File: config.mk
export PLATFORM = sky130hd
export DESIGN_NAME = sc_mmio_master
export DESIGN_NICKNAME = d
export VERILOG_FILES = /design/src/rtl/sc_mmio_master.sv
export SDC_FILE = /design/constraint.sdc
export NUM_CORES = 1
export LEC_CHECK = 0
export CAP_MARGIN = 20
export CORE_MARGIN = 3
export CORE_UTILIZATION = 45
export CTS_CLUSTER_DIAMETER = 80
export CTS_CLUSTER_SIZE = 8
export DETAILED_ROUTE_END_ITERATION = 8
export PLACE_DENSITY = 0.78
export SYNTH_ARGS = -nofsm -noshare
export SYNTH_HDL_FRONTEND = slang
export SYNTH_SLANG_ARGS = --single-unit
File: constraint.sdc
create_clock -name clock -period 7 [get_ports clock]
set_clock_uncertainty 0.15 [all_clocks]
set_input_delay 1.75 -clock clock [delete_from_list [all_inputs] [get_ports clock]]
set_output_delay 1.75 -clock clock [all_outputs]
set_load 0.01 [all_outputs]
File: src/rtl/sc_mmio_master.sv
// Burst initiator for the single-cycle data memory / MMIO port: one bus beat per clock.
// Define SC_MMIO_ALIGN_CHK_EN to reject misaligned start addresses instead of truncating them.
module sc_mmio_master #(
  parameter int unsigned MAX_BURST = 16,
  parameter logic [23:0] IO_PAGE   = 24'hffffff
) (
  input  logic                        clock,
  input  logic                        reset,
  input  logic                        cmd_valid,
  output logic                        cmd_ready,
  input  logic                        cmd_write,
  input  logic [31:0]                 cmd_addr,
  input  logic [$clog2(MAX_BURST):0]  cmd_len,
  input  logic                        wr_valid,
  output logic                        wr_ready,
  input  logic [31:0]                 wr_data,
  output logic                        rd_valid,
  output logic [31:0]                 rd_data,
  output logic                        done,
  output logic                        err,
  output logic                        busy,
  output logic [31:0]                 addr,
  output logic [31:0]                 datain,
  output logic                        we,
  input  logic [31:0]                 dataout
);

  localparam int unsigned LEN_W   = $clog2(MAX_BURST) + 1;
  localparam logic [32:0] IO_BASE = {1'b0, IO_PAGE, 8'h00};

  typedef enum logic [0:0] {ST_IDLE = 1'b0, ST_RUN = 1'b1} state_t;

  state_t             state_q, state_d;
  logic               is_write_q, is_write_d;
  logic               is_io_q, is_io_d;
  logic [31:0]        beat_addr_q, beat_addr_d;
  logic [LEN_W-1:0]   cnt_q, cnt_d;
  logic               rd_pend_q, rd_pend_d;
  logic [31:0]        addr_d, datain_d, rd_data_d;
  logic               we_d, rd_valid_d, done_d, err_d, busy_d;

  logic               cmd_io_c;
  logic [31:0]        cmd_base_c;
  logic [32:0]        len_m1_c;
  logic [32:0]        dram_end_c;
  logic               cmd_bad_c;
  logic [31:0]        next_beat_c;

  // Command decode: region, aligned start address and the reject conditions.
  always_comb begin
    cmd_io_c   = (cmd_addr[31:8] == IO_PAGE);
    cmd_base_c = cmd_addr & (cmd_io_c ? 32'hffff_fff0 : 32'hffff_fffc);
    len_m1_c   = 33'(cmd_len) - 33'd1;
    dram_end_c = 33'(cmd_base_c) + (len_m1_c << 2);
    cmd_bad_c  = (cmd_len == '0) || (cmd_len > LEN_W'(MAX_BURST)) ||
                 (!cmd_io_c && (dram_end_c >= IO_BASE));
`ifdef SC_MMIO_ALIGN_CHK_EN
    if (cmd_io_c ? (cmd_addr[3:0] != 4'h0) : (cmd_addr[1:0] != 2'b00)) begin
      cmd_bad_c = 1'b1;
    end
`endif
  end

  // I/O page addresses wrap inside the page; dram addresses advance linearly.
  always_comb begin
    next_beat_c = is_io_q ? {beat_addr_q[31:8], beat_addr_q[7:0] + 8'h10}
                          : beat_addr_q + 32'd4;
  end

  assign cmd_ready = (state_q == ST_IDLE);
  assign wr_ready  = (state_q == ST_RUN) && is_write_q && (cnt_q != '0);

  always_comb begin
    state_d     = state_q;
    is_write_d  = is_write_q;
    is_io_d     = is_io_q;
    beat_addr_d = beat_addr_q;
    cnt_d       = cnt_q;
    rd_pend_d   = 1'b0;
    addr_d      = addr;
    datain_d    = datain;
    we_d        = 1'b0;
    rd_valid_d  = rd_pend_q;
    rd_data_d   = rd_pend_q ? dataout : rd_data;
    done_d      = 1'b0;
    err_d       = 1'b0;
    busy_d      = busy;

    case (state_q)
      ST_IDLE: begin
        if (cmd_valid) begin
          if (cmd_bad_c) begin
            err_d = 1'b1;
          end else begin
            state_d     = ST_RUN;
            busy_d      = 1'b1;
            is_write_d  = cmd_write;
            is_io_d     = cmd_io_c;
            beat_addr_d = cmd_base_c;
            cnt_d       = cmd_len;
          end
        end
      end
      ST_RUN: begin
        // cnt_q == 0 means the final beat is on the bus this cycle.
        if (cnt_q == '0) begin
          state_d = ST_IDLE;
          busy_d  = 1'b0;
          done_d  = 1'b1;
        end else if (!is_write_q || wr_valid) begin
          addr_d      = beat_addr_q;
          we_d        = is_write_q;
          datain_d    = is_write_q ? wr_data : datain;
          rd_pend_d   = !is_write_q;
          beat_addr_d = next_beat_c;
          cnt_d       = cnt_q - LEN_W'(1);
        end
      end
      default: state_d = ST_IDLE;
    endcase
  end

  always_ff @(posedge clock) begin
    if (reset) begin
      state_q     <= ST_IDLE;
      is_write_q  <= 1'b0;
      is_io_q     <= 1'b0;
      beat_addr_q <= '0;
      cnt_q       <= '0;
      rd_pend_q   <= 1'b0;
      addr        <= '0;
      datain      <= '0;
      we          <= 1'b0;
      rd_valid    <= 1'b0;
      rd_data     <= '0;
      done        <= 1'b0;
      err         <= 1'b0;
      busy        <= 1'b0;
    end else begin
      state_q     <= state_d;
      is_write_q  <= is_write_d;
      is_io_q     <= is_io_d;
      beat_addr_q <= beat_addr_d;
      cnt_q       <= cnt_d;
      rd_pend_q   <= rd_pend_d;
      addr        <= addr_d;
      datain      <= datain_d;
      we          <= we_d;
      rd_valid    <= rd_valid_d;
      rd_data     <= rd_data_d;
      done        <= done_d;
      err         <= err_d;
      busy        <= busy_d;
    end
  end

endmodule

## Word-level counts from Yosys, hierarchy flattened

Index checks and enable logic that the tools add are counted.

| storage, ports and cells | value |
|---|---|
| register bits | 142 |
| input bits | 106 |

| cells by class | value |
|---|---|
| add/subtract/negate cells | 5 |
| magnitude comparators | 2 |
| eq/ne operators | 7 |
| mux-type cells | 22 |
| bitwise gates (word level) | 6 |
| reductions and logical operators | 20 |

Operators by type and width:

| operator | number |
|---|---|
| 2-to-1 mux 32 bit | 5 |
| case mux 32 bit (2 select lines) | 1 |
| adder 32 x 33 -> 33 bit | 1 |
| greater-or-equal comparator 33 x 32 -> 1 bit (second input constant) | 1 |
| adder 32 x 3 -> 32 bit (second input constant) | 1 |
| AND 32 bit | 1 |
| equality test 24 bit (second input constant) | 1 |
| 2-to-1 mux 5 bit | 4 |
| logical NOT 5 bit | 2 |
| case mux 5 bit (2 select lines) | 1 |
| AND reduction 3 bit | 3 |
| adder 8 x 5 -> 8 bit (second input constant) | 1 |
| 2-to-1 mux 1 bit | 8 |
| inequality test 2 bit (second input constant) | 4 |
| AND reduction 4 bit | 2 |
| subtractor 5 x 1 -> 6 bit (second input constant) | 1 |
| > comparator 5 bit (second input constant) | 1 |
| inverter 1 bit | 5 |
| AND reduction 5 bit | 1 |
| nonzero test 5 bit | 1 |
| subtractor 5 x 1 -> 5 bit (second input constant) | 1 |
| 2-to-1 mux 4 bit | 1 |
| inequality test 2 x 1 -> 1 bit (second input constant) | 2 |
| case mux 1 bit (2 select lines) | 2 |
| 6 further kinds | 11 |

## Depth between registers and ports, before layout

| logic depth | value |
|---|---|
| word-level depth | 10 |
| gate-level depth with buffers | 19 |

## Worst setup path after synthesis

No wires, ideal clock.

| timing path | value |
|---|---|
| kind | input to register |
| start point | in cmd_len[1] |
| end point | reg beat_addr_q[24] |
| data arrival time | 6731 ps |
| path slack | -16 ps |
| cell stages on the path | 16 |
| path buffers | 2 |
| cells stage by stage | nor3_1 nor3b_1 ha_1 buf_6 a21oi_4 nand2_1 o21a_1 a21o_1 a21o_1 a2111o_1 nor4_1 nand4_1 a31o_4 a21oi_4 buf_12 o32ai_2 |

| on the way | value |
|---|---|
| word-level cells in the longest chain between the ends | 7 |

RTL lines:

| element | RTL line | text |
|---|---|---|
| start, declared | 13 | `input logic [$clog2(MAX_BURST):0] cmd_len,` |
| subtractor 5 x 1 -> 6 bit | 53 | `len_m1_c = 33'(cmd_len) - 33'd1;` |
| adder 32 x 33 -> 33 bit | 54 | `dram_end_c = 33'(cmd_base_c) + (len_m1_c << 2);` |
| greater-or-equal comparator 33 x 32 -> 1 bit | 56 | `(!cmd_io_c && (dram_end_c >= IO_BASE));` |
| logical AND 1 bit | 56 |  |
| logical OR 1 bit * | 55 | `cmd_bad_c = (cmd_len == '0) \|\| (cmd_len > LEN_W'(MAX_BURST)) \|\|` |
| inequality test 2 bit (no line) * | n/a |  |
| AND reduction 5 bit (no line) * | n/a |  |
| end signal, assigned | 143 | `beat_addr_q <= beat_addr_d;` |
| end, declared | 36 | `logic [31:0] beat_addr_q, beat_addr_d;` |

Mark *: on every way between the ends. The rest lies on a longest branch, timed or not.
A chain may end at the register's enable or synchronous reset.

## Final worst setup path

| timing path | value |
|---|---|
| start point | in cmd_addr[16] |
| end point | reg beat_addr_q[19] |

| on the way | value |
|---|---|
| word-level cells in the longest chain between the ends | 9 |

RTL lines:

| element | RTL line | text |
|---|---|---|
| start, declared | 12 | `input logic [31:0] cmd_addr,` |
| equality test 24 bit | 51 | `cmd_io_c = (cmd_addr[31:8] == IO_PAGE);` |
| 2-to-1 mux 4 bit | 52 | `cmd_base_c = cmd_addr & (cmd_io_c ? 32'hffff_fff0 : 32'hffff_fffc);` |
| AND 32 bit | 52 |  |
| adder 32 x 33 -> 33 bit | 54 |  |
| greater-or-equal comparator 33 x 32 -> 1 bit | 56 |  |
| logical AND 1 bit * | 56 |  |
| logical OR 1 bit * | 55 |  |
| inequality test 2 bit (no line) * | n/a |  |
| AND reduction 5 bit (no line) * | n/a |  |

Marked as above.

==> results.md <==
- Min-delay worst type: flip-flop to flip-flop
- CP required: 7.10 ns
- Cell Pwr Density: 187.9 nW/um^2
- Smallest setup slack after layout: 0.5496 ns
- Via total after detailed routing: 8476
- GRT Resource Usage Total: 0.2502
- Via count of the first global-routing pass: 7756
- Post-DP HPWL: 18.65 mm
- Final setup violation count: 0
- Clock buffer depth: 2
- DRT Pass-1 Iters: 5
- Worst hold slack after final layout: 0.3034 ns
- Number of diodes: 0
- Cell count of the worst hold path: 2
- Unrepaired setup endpoints after global routing: no
- Area overhead of the layout relative to synthesis: 34.09%
- Portion of the post-synthesis area used by sequential elements: 0.3435
- CTS H-Tree Depth: 4
- Post-CTS Setup Repair Bufs: 0
- Total CTS buffers: 17
- Crit path arrival time: 6.55 ns
- Global-route wire length before repair: 40.47 mm
- Count of unique library cells instantiated by Yosys: 75
- Post-layout minimum cycle time: 6.450 ns
- Clock latency at the later pin of the worst-skew pair: 0.41 ns
- Total Routed Length: 25.78 mm
- Die Footprint: 19510 um^2
- Placer Congestion: 1.037
- Measured slew at the worst slew-check pin: 0.9667 ns
- R2R cell count: 11
- Overflow left after global routing: 0
- Commonest non-fill, non-tap cell in the layout: clkdlybuf4s50_1
- Part of the cycle the worst path needs: 0.9215
- CTS tree: done
- Number of enable flip-flop cells after synthesis: 0
- Number of storage elements in the synthesis netlist: 138
- Routed Antenna Nets: 0
- Number of port buffers: 204
- Number of standard cells after synthesis: 1049
- Worst voltage drop across the vdd grid: 0.2147 mV
- Static power due to leakage: 3.820 nW
- Worst-path fanout max: 26
- Sinks on Clock Net: 138
- Pins Over Slew Limit: 0
- Layout Nets: 1366
- CTS root buffer: clkbuf_16
- Crit Path Category: primary input to flip-flop
- Count of max-cap constraint violations: 0
- Result of the run: finished clean
- Count of warnings emitted by yosys: 0
- Endpoints failing hold: 0
- Starting Density: 0.4618
- Worst slew slack as a fraction of its limit: 0.3555
- Syn Area/Cell: 7.667 um^2
- Vert. Die Dim: 139.7 um
- Most common flop cell mapped by yosys: dfxtp_1
- Element type at the critical path start: primary input
- Setup slack after placement: 0.1782 ns
- TNS Setup: 0 ns
- Width of the die: 139.7 um
- Highest-count cells in the layout ignoring fill and taps: 203 x clkdlybuf4s50_1, 193 x nand2_1, 137 x dfxtp_1, 129 x a21oi_1, 108 x nor2_1
- Share of layout cells above drive strength 1: 0.06640
- Row count: 48
- Total power: 2.027 mW
- # DRC: 0
- Max Clock Freq: 0.1550 GHz
- Cell Area, Synth: 8043 um^2
- Placeable core region: 17420 um^2
- Clock transition at the registers of the reported paths: 0.06 ns
- Number of antenna violations at the first check in global routing: 0
- Detailed-route vias per instance: 5.805
- IO Pins: 209
- Gates resized, CTS repair: 0
- Detailed router's first-iteration violation count: 823
- Fraction of synthesis flops using an asynchronous set or reset pin: 0
- Maximum number of pins on one net before global-route repair: 78
- Hold-fix buffer count after cts: 0
- Kind of end point of the critical path: flip-flop
- Wirelength per Cell: 17.65 um
worst max-delay path: stages:
cell	delay (ns)
clkdlybuf4s50_1	0.64
nand4_1	0.20
nor4_1	0.30
nand2_1	0.18
nand2_1	0.19
inv_1	0.06
ha_1	0.28
a211oi_1	0.38
o21a_1	0.25
o2111ai_1	0.20
o211a_1	0.26
nor4_1	0.31
nand4_1	0.15
nor4_1	0.32
nand4_1	0.23
a31o_4	0.34
a21oi_4	0.17
buf_12	0.21
a211oi_1	0.10
where the power goes:
| group | switching, mW | total, mW | internal (mW) |
|---|---|---|---|
| logic | 0.203 | 0.376 | 0.173 |
| registers | 0.0367 | 0.854 | 0.818 |
| clock network | 0.338 | 0.796 | 0.458 |
per-layer routing:
layer / up-vias / routed length, um / GRT usage / share of wire
met3: 51 / 2171 / 0.05464 / 0.084
met1: 3926 / 10780 / 0.3297 / 0.42
met2: 419 / 12120 / 0.4115 / 0.47
met5: - / 0 / 0 / 0
met4: 0 / 701 / 0.07598 / 0.027
li1: 4080 / - / - / -
cells by family after synthesis:
| logic type | synth area share |
|---|---|
| AOI/OAI and AO/OA | 0.2421 |
| other | 0.0004663 |
| xor gates and xnor gates | 0.02831 |
| DFF | 0.3435 |
| buffers and inverters | 0.05880 |
| muxes | 0.04372 |
| and+or+nand+nor | 0.2246 |
| adders and majority gates | 0.05849 |
worst paths after layout:
| kind | from | end | slack, ns |
|---|---|---|---|
| worst max-delay path | cmd_addr[16] | beat_addr_q[19] | 0.55 |
| worst min register to register | addr[10] | addr[10] | 0.30 |
| worst min-delay path | addr[10] | addr[10] | 0.30 |
| worst max register to register | beat_addr_q[2] | beat_addr_q[30] | 3.86 |
through the flow:
step,cell area (um^2),cells,util
after global routing,10780,1460,0.6192
final,10780,1460,0.6192
after floorplan,8051,1050,-
after global placement,10240,1428,0.5877
after detailed placement,10240,1428,0.5877
after CTS,10760,1459,0.6176
state kept, by name, summed over array words and instances (netlist names):
signal,flops
datain,32
cnt_q,5
err,1
busy,1
done,1
is_io_q,1
rd_valid,1
beat_addr_q,30
addr,30
we,1
rd_data,32
state_q,1
rd_pend_q,1
is_write_q,1
cell usage after synthesis (all sizes together), types with 20 or more instances:
cell / instances / area [um^2]
mux2i: 34 / 340.3
a21oi: 134 / 708.2
inv: 38 / 142.6
ha: 36 / 450.4
nand3: 23 / 115.1
nand2: 193 / 724.4
o21ai: 29 / 156.4
nor2: 108 / 405.4
nor3: 26 / 135.1
dfxtp: 138 / 2763
xnor2: 22 / 192.7
a211oi: 20 / 185.2
clkbuf: 43 / 165.1
nand4: 23 / 150.1
buf: 27 / 161.4
area by class of cell:
type | count | area (um^2)
Fill cell | 1528 | 6633
Multi-Input combinational cell | 803 | 4825
Sequential cell | 138 | 2764
Timing Repair Buffer | 224 | 2247
Clock buffer | 20 | 446.7
Tap cell | 225 | 281.5
Inverter | 39 | 146.4
Clock inverter | 11 | 73.82
Power figures use the tool's default switching activity.
